**config.mk**
```make
export PLATFORM = sky130hd
export DESIGN_NAME = div_unit
export DESIGN_NICKNAME = d
export VERILOG_FILES = /design/src/rtl/div_unit_pkg.sv /design/src/rtl/div_unit_step.sv /design/src/rtl/div_unit.sv
export SDC_FILE = /design/constraint.sdc
export NUM_CORES = 1
export LEC_CHECK = 0
export CAP_MARGIN = 20
export CORE_MARGIN = 2
export CORE_UTILIZATION = 46
export DETAILED_ROUTE_END_ITERATION = 12
export PLACE_DENSITY = 0.67
export SETUP_SLACK_MARGIN = 0.15
export SYNTH_ARGS = -nofsm -noshare
export SYNTH_HDL_FRONTEND = slang
export SYNTH_SLANG_ARGS = --single-unit
```
**constraint.sdc**
```tcl
create_clock -name clk -period 13.8 [get_ports clk]
set_input_delay 2.76 -clock clk [delete_from_list [all_inputs] [get_ports clk]]
set_output_delay 2.76 -clock clk [all_outputs]
set_load 0.01 [all_outputs]
```
**src/rtl/div_unit_pkg.sv**
```systemverilog
// Shared types for the EX-stage divider: FSM state encodings and widths.
// Ports: none (package only).
package div_unit_pkg;

    localparam int STALL_W    = 6;
    localparam int DIV_DATA_W = 32;

    typedef enum logic [1:0] {
        DivFree,
        DivByZero,
        DivOn,
        DivEnd
    } div_state_e;

endpackage

```
**src/rtl/div_unit_step.sv**
```systemverilog
// One restoring-division step over the 2*DATA_W+1 partial remainder.
// Ports: rem_cur (in), divisor (in), rem_next (out); purely combinational.
module div_unit_step #(
    parameter int DATA_W = 32
) (
    input  logic [2*DATA_W:0]  rem_cur,
    input  logic [DATA_W-1:0]  divisor,
    output logic [2*DATA_W:0]  rem_next
);

    logic [2*DATA_W:0] shifted;
    logic [DATA_W+1:0] diff;
    logic              borrow;

    always_comb begin
        shifted = {rem_cur[2*DATA_W-1:0], 1'b0};
        diff    = {1'b0, shifted[2*DATA_W:DATA_W]} - {2'b0, divisor};
        // A set top bit means the shifted upper half already exceeds
        // any divisor, so the subtract cannot borrow.
        borrow  = ~rem_cur[2*DATA_W] & diff[DATA_W+1];
        if (borrow) begin
            rem_next = shifted;
        end else begin
            rem_next = {diff[DATA_W:0], shifted[DATA_W-1:1], 1'b1};
        end
    end

endmodule

```
**src/rtl/div_unit.sv**
```systemverilog
// Iterative radix-2 DIV/DIVU unit for the EX stage with stall request.
// Ports: clk, rst (sync active-low), start_i, signed_i, annul_i,
//        opdata1_i, opdata2_i -> result_o {rem,quo}, ready_o, stallreq_o.
module div_unit
    import div_unit_pkg::*;
#(
    parameter int DATA_W = DIV_DATA_W,
    parameter int CNT_W  = 6
) (
    input  logic                  clk,
    input  logic                  rst,
    input  logic                  start_i,
    input  logic                  signed_i,
    input  logic                  annul_i,
    input  logic [DATA_W-1:0]     opdata1_i,
    input  logic [DATA_W-1:0]     opdata2_i,
    output logic [2*DATA_W-1:0]   result_o,
    output logic                  ready_o,
    output logic                  stallreq_o
);

    div_state_e          state;
    logic [CNT_W-1:0]    cnt;
    logic [2*DATA_W:0]   rem_q;
    logic [DATA_W-1:0]   divisor_q;
    logic                neg_q;
    logic                neg_r;

    logic [2*DATA_W:0]   rem_next;
    logic [DATA_W-1:0]   op1_abs;
    logic [DATA_W-1:0]   op2_abs;
    logic [DATA_W-1:0]   quo;
    logic [DATA_W-1:0]   rmd;
    logic [DATA_W-1:0]   quo_fix;
    logic [DATA_W-1:0]   rmd_fix;
    logic                op1_neg;
    logic                op2_neg;
    logic                last_step;

    assign stallreq_o = start_i & ~ready_o;

    assign op1_neg = signed_i & opdata1_i[DATA_W-1];
    assign op2_neg = signed_i & opdata2_i[DATA_W-1];
    assign op1_abs = op1_neg ? -opdata1_i : opdata1_i;
    assign op2_abs = op2_neg ? -opdata2_i : opdata2_i;

    div_unit_step #(
        .DATA_W (DATA_W)
    ) u_step (
        .rem_cur  (rem_q),
        .divisor  (divisor_q),
        .rem_next (rem_next)
    );

    // The last step's output is corrected and registered directly so
    // the result is already valid in the END cycle.
    assign quo       = rem_next[DATA_W-1:0];
    assign rmd       = rem_next[2*DATA_W-1:DATA_W];
    assign quo_fix   = neg_q ? -quo : quo;
    assign rmd_fix   = neg_r ? -rmd : rmd;
    assign last_step = (cnt == CNT_W'(DATA_W - 1));

    always_ff @(posedge clk) begin
        if (!rst) begin
            state     <= DivFree;
            cnt       <= '0;
            rem_q     <= '0;
            divisor_q <= '0;
            neg_q     <= 1'b0;
            neg_r     <= 1'b0;
            ready_o   <= 1'b0;
            result_o  <= '0;
        end else if (annul_i) begin
            state    <= DivFree;
            cnt      <= '0;
            ready_o  <= 1'b0;
            result_o <= '0;
        end else begin
            unique case (state)
                DivFree: begin
                    ready_o  <= 1'b0;
                    result_o <= '0;
                    if (start_i) begin
                        if (opdata2_i == '0) begin
                            state <= DivByZero;
                        end else begin
                            state     <= DivOn;
                            cnt       <= '0;
                            rem_q     <= {{(DATA_W+1){1'b0}}, op1_abs};
                            divisor_q <= op2_abs;
                            neg_q     <= op1_neg ^ op2_neg;
                            neg_r     <= op1_neg;
                        end
                    end
                end
                DivByZero: begin
                    state    <= DivEnd;
                    ready_o  <= 1'b1;
                    result_o <= '0;
                end
                DivOn: begin
                    rem_q <= rem_next;
                    cnt   <= cnt + 1'b1;
                    if (last_step) begin
                        state    <= DivEnd;
                        ready_o  <= 1'b1;
                        result_o <= {rmd_fix, quo_fix};
                    end
                end
                DivEnd: begin
                    state    <= DivFree;
                    ready_o  <= 1'b0;
                    result_o <= '0;
                end
                default: begin
                    state <= DivFree;
                end
            endcase
        end
    end

endmodule
```
# == Yosys cells after proc, flatten, opt, wreduce, memory -nomap -nowiden ==
# Index checks and enable logic that the tools add are counted.
# word_totals
regBits,172
in_bits,69
out_inout_bits,66
wordCells,60
# op_classes
add_sub_neg,6
eq_ne,7
muxes,19
bitwise_logic,10
n_reduce_logical,10
# ops
op,count
$mux W65,3
$pmux W65 S2,1
$mux W32,4
$neg A32 Y32,4
$pmux W64 S2,1
$mux W64,1
$sub A33 B32 Y34,1
$logic_not A32 Y1,1
$mux W6,2
$pmux W6 S2,1
$pmux W2 S4,1
$reduce_and A4 Y1,2
$add A6 B1 Y6 const B,1
$eq A6 B5 Y1 const B,1
$mux W2,3
$ne A2 B2 Y1 const B,3
$not A1 Y1,5
$and A1 B1 Y1,4
$eq A2 B2 Y1 const B,2
$reduce_or A2 Y1,2
$pmux W1 S3,1
$reduce_and A3 Y1,1
$reduce_or A3 Y1,1
$eq A2 B1 Y1 const B,1
other kinds (5),5

# == Logic depth before layout (Yosys ltp) ==
# depth
depth_word,7
ltp_mapped,28
depth_no_buf,21

# == Hierarchy ==
# A second synthesis with hierarchy kept.
# hier_totals
hier_cells,1520
hier_area_um2,11661.2
# modules_own_cells
mod,n_inst,cells_each,area_per_inst_um2
div_unit,1,1142,8992.4
div_unit_step,1,378,2668.8

# == Worst setup path before layout ==
# OpenSTA, ideal clock, no wires.
# synth_timing
kind,input-to-output
from,input start_i
to,output stallreq_o
t_arrival_ps,2957
slack_ps,8083
cell_stages,1
path_buffers,0
cell_sequence,nor2b_1
# synth_via
elab_chain_len,1
# synth_lines
item,line_no,rtl
"start, declared",div_unit.sv:12,"input logic start_i,"
$and A1 B1 Y1,div_unit.sv:40,assign stallreq_o = start_i & ~ready_o;
"end, declared",div_unit.sv:19,output logic stallreq_o
# Every way passes these cells.

# == Final worst setup path ==
# Ends and elaborated chain as after synthesis.

==> key figures <==
Status
  – Status: complete, no violations

Power and ir drop
  – Total internal power: 0.0009241 W
  – Pwr dens: 93.07 nW/µm²
  – Switch Pwr: 0.0003956 W
  – Logic pwr share: 20.4%
  – Worst vdd ir: 0.08854 mV
  – Sw Share: 29.98%
  – Clock power frac: 39.9%
  – Sequential Power Share: 39.7%
  – Pleak: 5.375 nW

Clock tree
  – TritonCTS Buffers: 17
  – Skew-Pair Late Insertion Delay: 440 ps
  – Clock Path Buffers: 2
  – Hold Buf Count CTS: 0
  – Clock tree from TritonCTS: done
  – Htree depth: 4
  – Post-CTS sizing: 0
  – # clock sinks: 172
  – Root Driver: clkbuf_16
  – Clock transition at the registers of the reported paths: 70 ps
  – Post-CTS Setup Inserts: 0

Cells and area
  – # diodes: 0
  – Register area: 3443 µm²
  – Commonest non-fill, non-tap cell in the layout: nand2_1
  – Synth-to-Final Area Change: 16.94%
  – Fill cells: 2,535
  – Nets: 1,799
  – Area of the multi-input gates: 8046 µm²
  – Layout cells sized above 1: 4.583%
  – Most frequent cells in the layout: nand2_1, dfxtp_1, clkdlybuf4s50_1

Setup path
  – Critical path peak fanout: 3
  – Critical path's top delay family: buffers and inverters
  – Worst path max stage delay: 540 ps
  – Setup crit start: start_i
  – Worst r2r path cells: 16
  – Crit path kind: input port to primary output
  – RR Endpoint: result_o[62]$_SDFFE_PP0P_
  – Reg2reg start: rem_q[38]$_SDFFE_PN0P_
  – Crit. End Element: primary output
  – CP max stage cell: clkdlybuf4s50_1
  – Worst EP arrival: 3970 ps
  – Buf/Inv on CP: 2
  – Startpoint Class: input port
  – Cell Chain, Critical Path: clkdlybuf4s50_1 > nor2b_1 > clkdlybuf4s50_1
  – Most frequent CP cell: clkdlybuf4s50_1
  – Req. time, crit path: 11,040 ps
  – R2R Setup Slk: 8700 ps

STA
  – Tcrit/Tclk final: 48.75%
  – Setup Skew: 12.22 ps
  – Min cycle time layout: 6728 ps
  – Setup Total Neg Slack: 0 ps
  – Hold WS: 451.2 ps
  – Final hold viol count: 0
  – Max Clock Freq: 148.6 MHz
  – Unrepaired setup endpoints after global routing: false
  – Tightest Pin Transition: 1067 ps
  – Slew Limit Headroom: 27.00%
  – Final setup violating endpoints: 0
  – Final Max Tran Viols: 0

Placed design
  – PortBufs: 134
  – HPWL Detailed: 24.17 mm
  – GPL Wtd Cong: 0.8785

Routing
  – Routed WL per cell: 16.25 µm
  – Initial DRC count: 1,024
  – Routed WL: 33.10 mm
  – Via count: 11.80k
  – Highest metal used: met4
  – Routed wl met2: 14.04 mm
  – Via/cell ratio: 5.794
  – Met3 wire length: 2.448 mm
  – 1st-pass router iterations: 5
  – Wl on met1: 16.30 mm
  – Remaining DRCs: 0
  – Final ANT Viol Nets: 0

Floorplanning
  – Die Span X: 166.4 µm
  – Rows: 59
  – # IOs: 135
  – Initial Util: 46.66%
  – Die ar.: 27,670 µm²
  – Die Span Y: 166.4 µm
  – Core region area: 25,980 µm²

Hold path
  – WHS Endpoint: result_o[43]$_SDFFE_PP0P_
  – Min-delay src: result_o[43]$_SDFFE_PP0P_
  – HP Class: register to register
  – Hold depth: 2

GRT
  – Antenna violations before repair: 0
  – First-pass GRT wire length: 53.81 mm
  – Largest net degree at the start of global routing: 104
  – GRT Total Usage: 23.33%
  – Vias in the first global route: 10.38k
  – Overflow after GRT: 0

Logic synthesis
  – Post-synth top flop: dfxtp_1
  – EDFF count, synth: 0
  – Cells after Synth: 1,635
  – Unique masters post-synth: 84
  – Synth warn: 0
  – Post-synth ARST share: 0%
  – Seq/Total Area, Yosys: 28.40%
  – Flop and latch count out of synthesis: 172
  – Syn avg cell area: 7.416 µm²
  – Mapped cell area: 12,130 µm²
  – Syn nets: 1,744

Flow run
  – Max Cap Viol: 0
## tightest hold or removal path: stages, from the launching register on
cell and delay [ps]:
dfxtp_1 310, nand2_1 50, a21oi_1 50
## Yosys cell counts, drive strengths merged, types with 4 or more instances
cell	count	share of area, %
nand4	11	0.57
a211o	7	0.51
clkbuf	75	2.3
nor3b	4	0.25
o41ai	15	1.1
buf	33	1.4
mux2i	12	0.99
ha	39	4.0
or4	14	0.87
inv	57	1.8
or3	26	1.4
xor2	68	4.9
nor2b	17	0.88
dfxtp	172	28
a31oi	20	1.1
nand2b	8	0.41
o31ai	18	1.1
and4	4	0.29
xnor2	67	4.8
and2	11	0.57
mux2	5	0.46
a21o	15	0.93
and3	13	0.67
o31a	7	0.51
nand2	294	9.1
o21a	7	0.43
o21ai	107	4.4
nor2	106	3.3
a21boi	56	3.5
nor4	15	0.77
a21oi	102	4.2
nand3	46	1.9
o211a	32	2.6
o211ai	13	0.80
or2	14	0.72
a31o	4	0.29
nor3	35	1.5
a211oi	34	2.1
## kinds of logic (layout without fill, tap and decap cells)
family,after synthesis,in the layout,share of synthesized area (%)
mux,17,17,1.455
compound gates,477,477,26.71
simple gates,629,629,24.03
fa+ha+maj,40,40,4.189
flops,172,172,28.40
xor+xnor,135,135,9.751
buf+inv,165,232,5.469
## stage by stage
stage / setup slack [ps] / instances / utilization [%] / power [W] / cell area (µm²)
5_1_grt: 6837 / 2037 / 54.57 / 0.001379 / 14180
3_3_place_gp: 6916 / 2005 / 52.06 / 0.0007956 / 13530
6_report: 7072 / 2037 / 54.57 / 0.001320 / 14180
3_5_place_dp: 6897 / 2005 / 52.06 / 0.0008000 / 13530
4_1_cts: 7055 / 2036 / 54.49 / 0.001323 / 14160
2_1_floorplan: 8083 / 1635 / - / 0.0007231 / 12130
## flip-flops by register name, indices dropped and copies added, names as in the netlist
register   cells
neg_r          1
state          2
rem_q         65
divisor_q     32
result_o      64
neg_q          1
cnt            6
ready_o        1
## layer usage
layer	GRT usage [%]	vias to the layer above
met5	0	-
li1	-	5920
met3	3.813	22
met4	4.723	0
met1	35.54	5487
met2	34.55	373
## worst max-delay path by stage
stage	slack, ps	endpoint	depth (start not counted)
final	7070	stallreq_o	3
after floorplan	8080	stallreq_o	1
after global routing	6840	rem_q[63]$_SDFFE_PN0P_	13
after detailed placement	6900	rem_q[63]$_SDFFE_PN0P_	13
after CTS	7060	stallreq_o	3
after global placement	6920	rem_q[1]$_SDFFE_PN0P_	12
## power groups by stage
| stage | registers [W] | logic (W) | clock network, W |
|---|---|---|---|
| floorplan | 0.000530 | 0.000193 | 0 |
| global placement | 0.000534 | 0.000261 | 0 |
| detailed placement | 0.000535 | 0.000265 | 0 |
| CTS | 0.000523 | 0.000266 | 0.000534 |
| global route | 0.000526 | 0.000297 | 0.000556 |
| finish | 0.000524 | 0.000269 | 0.000526 |
## area by class of cell
class	count	share of cell area [%]
inverters	57	1.509
multi-input cells	1298	56.75
clock buffers	17	3.000
clock inverters	14	1.465
repair buffers	144	10.04
flip-flops and latches	172	24.28
well taps	335	2.956
Power figures use the tool's default switching activity.
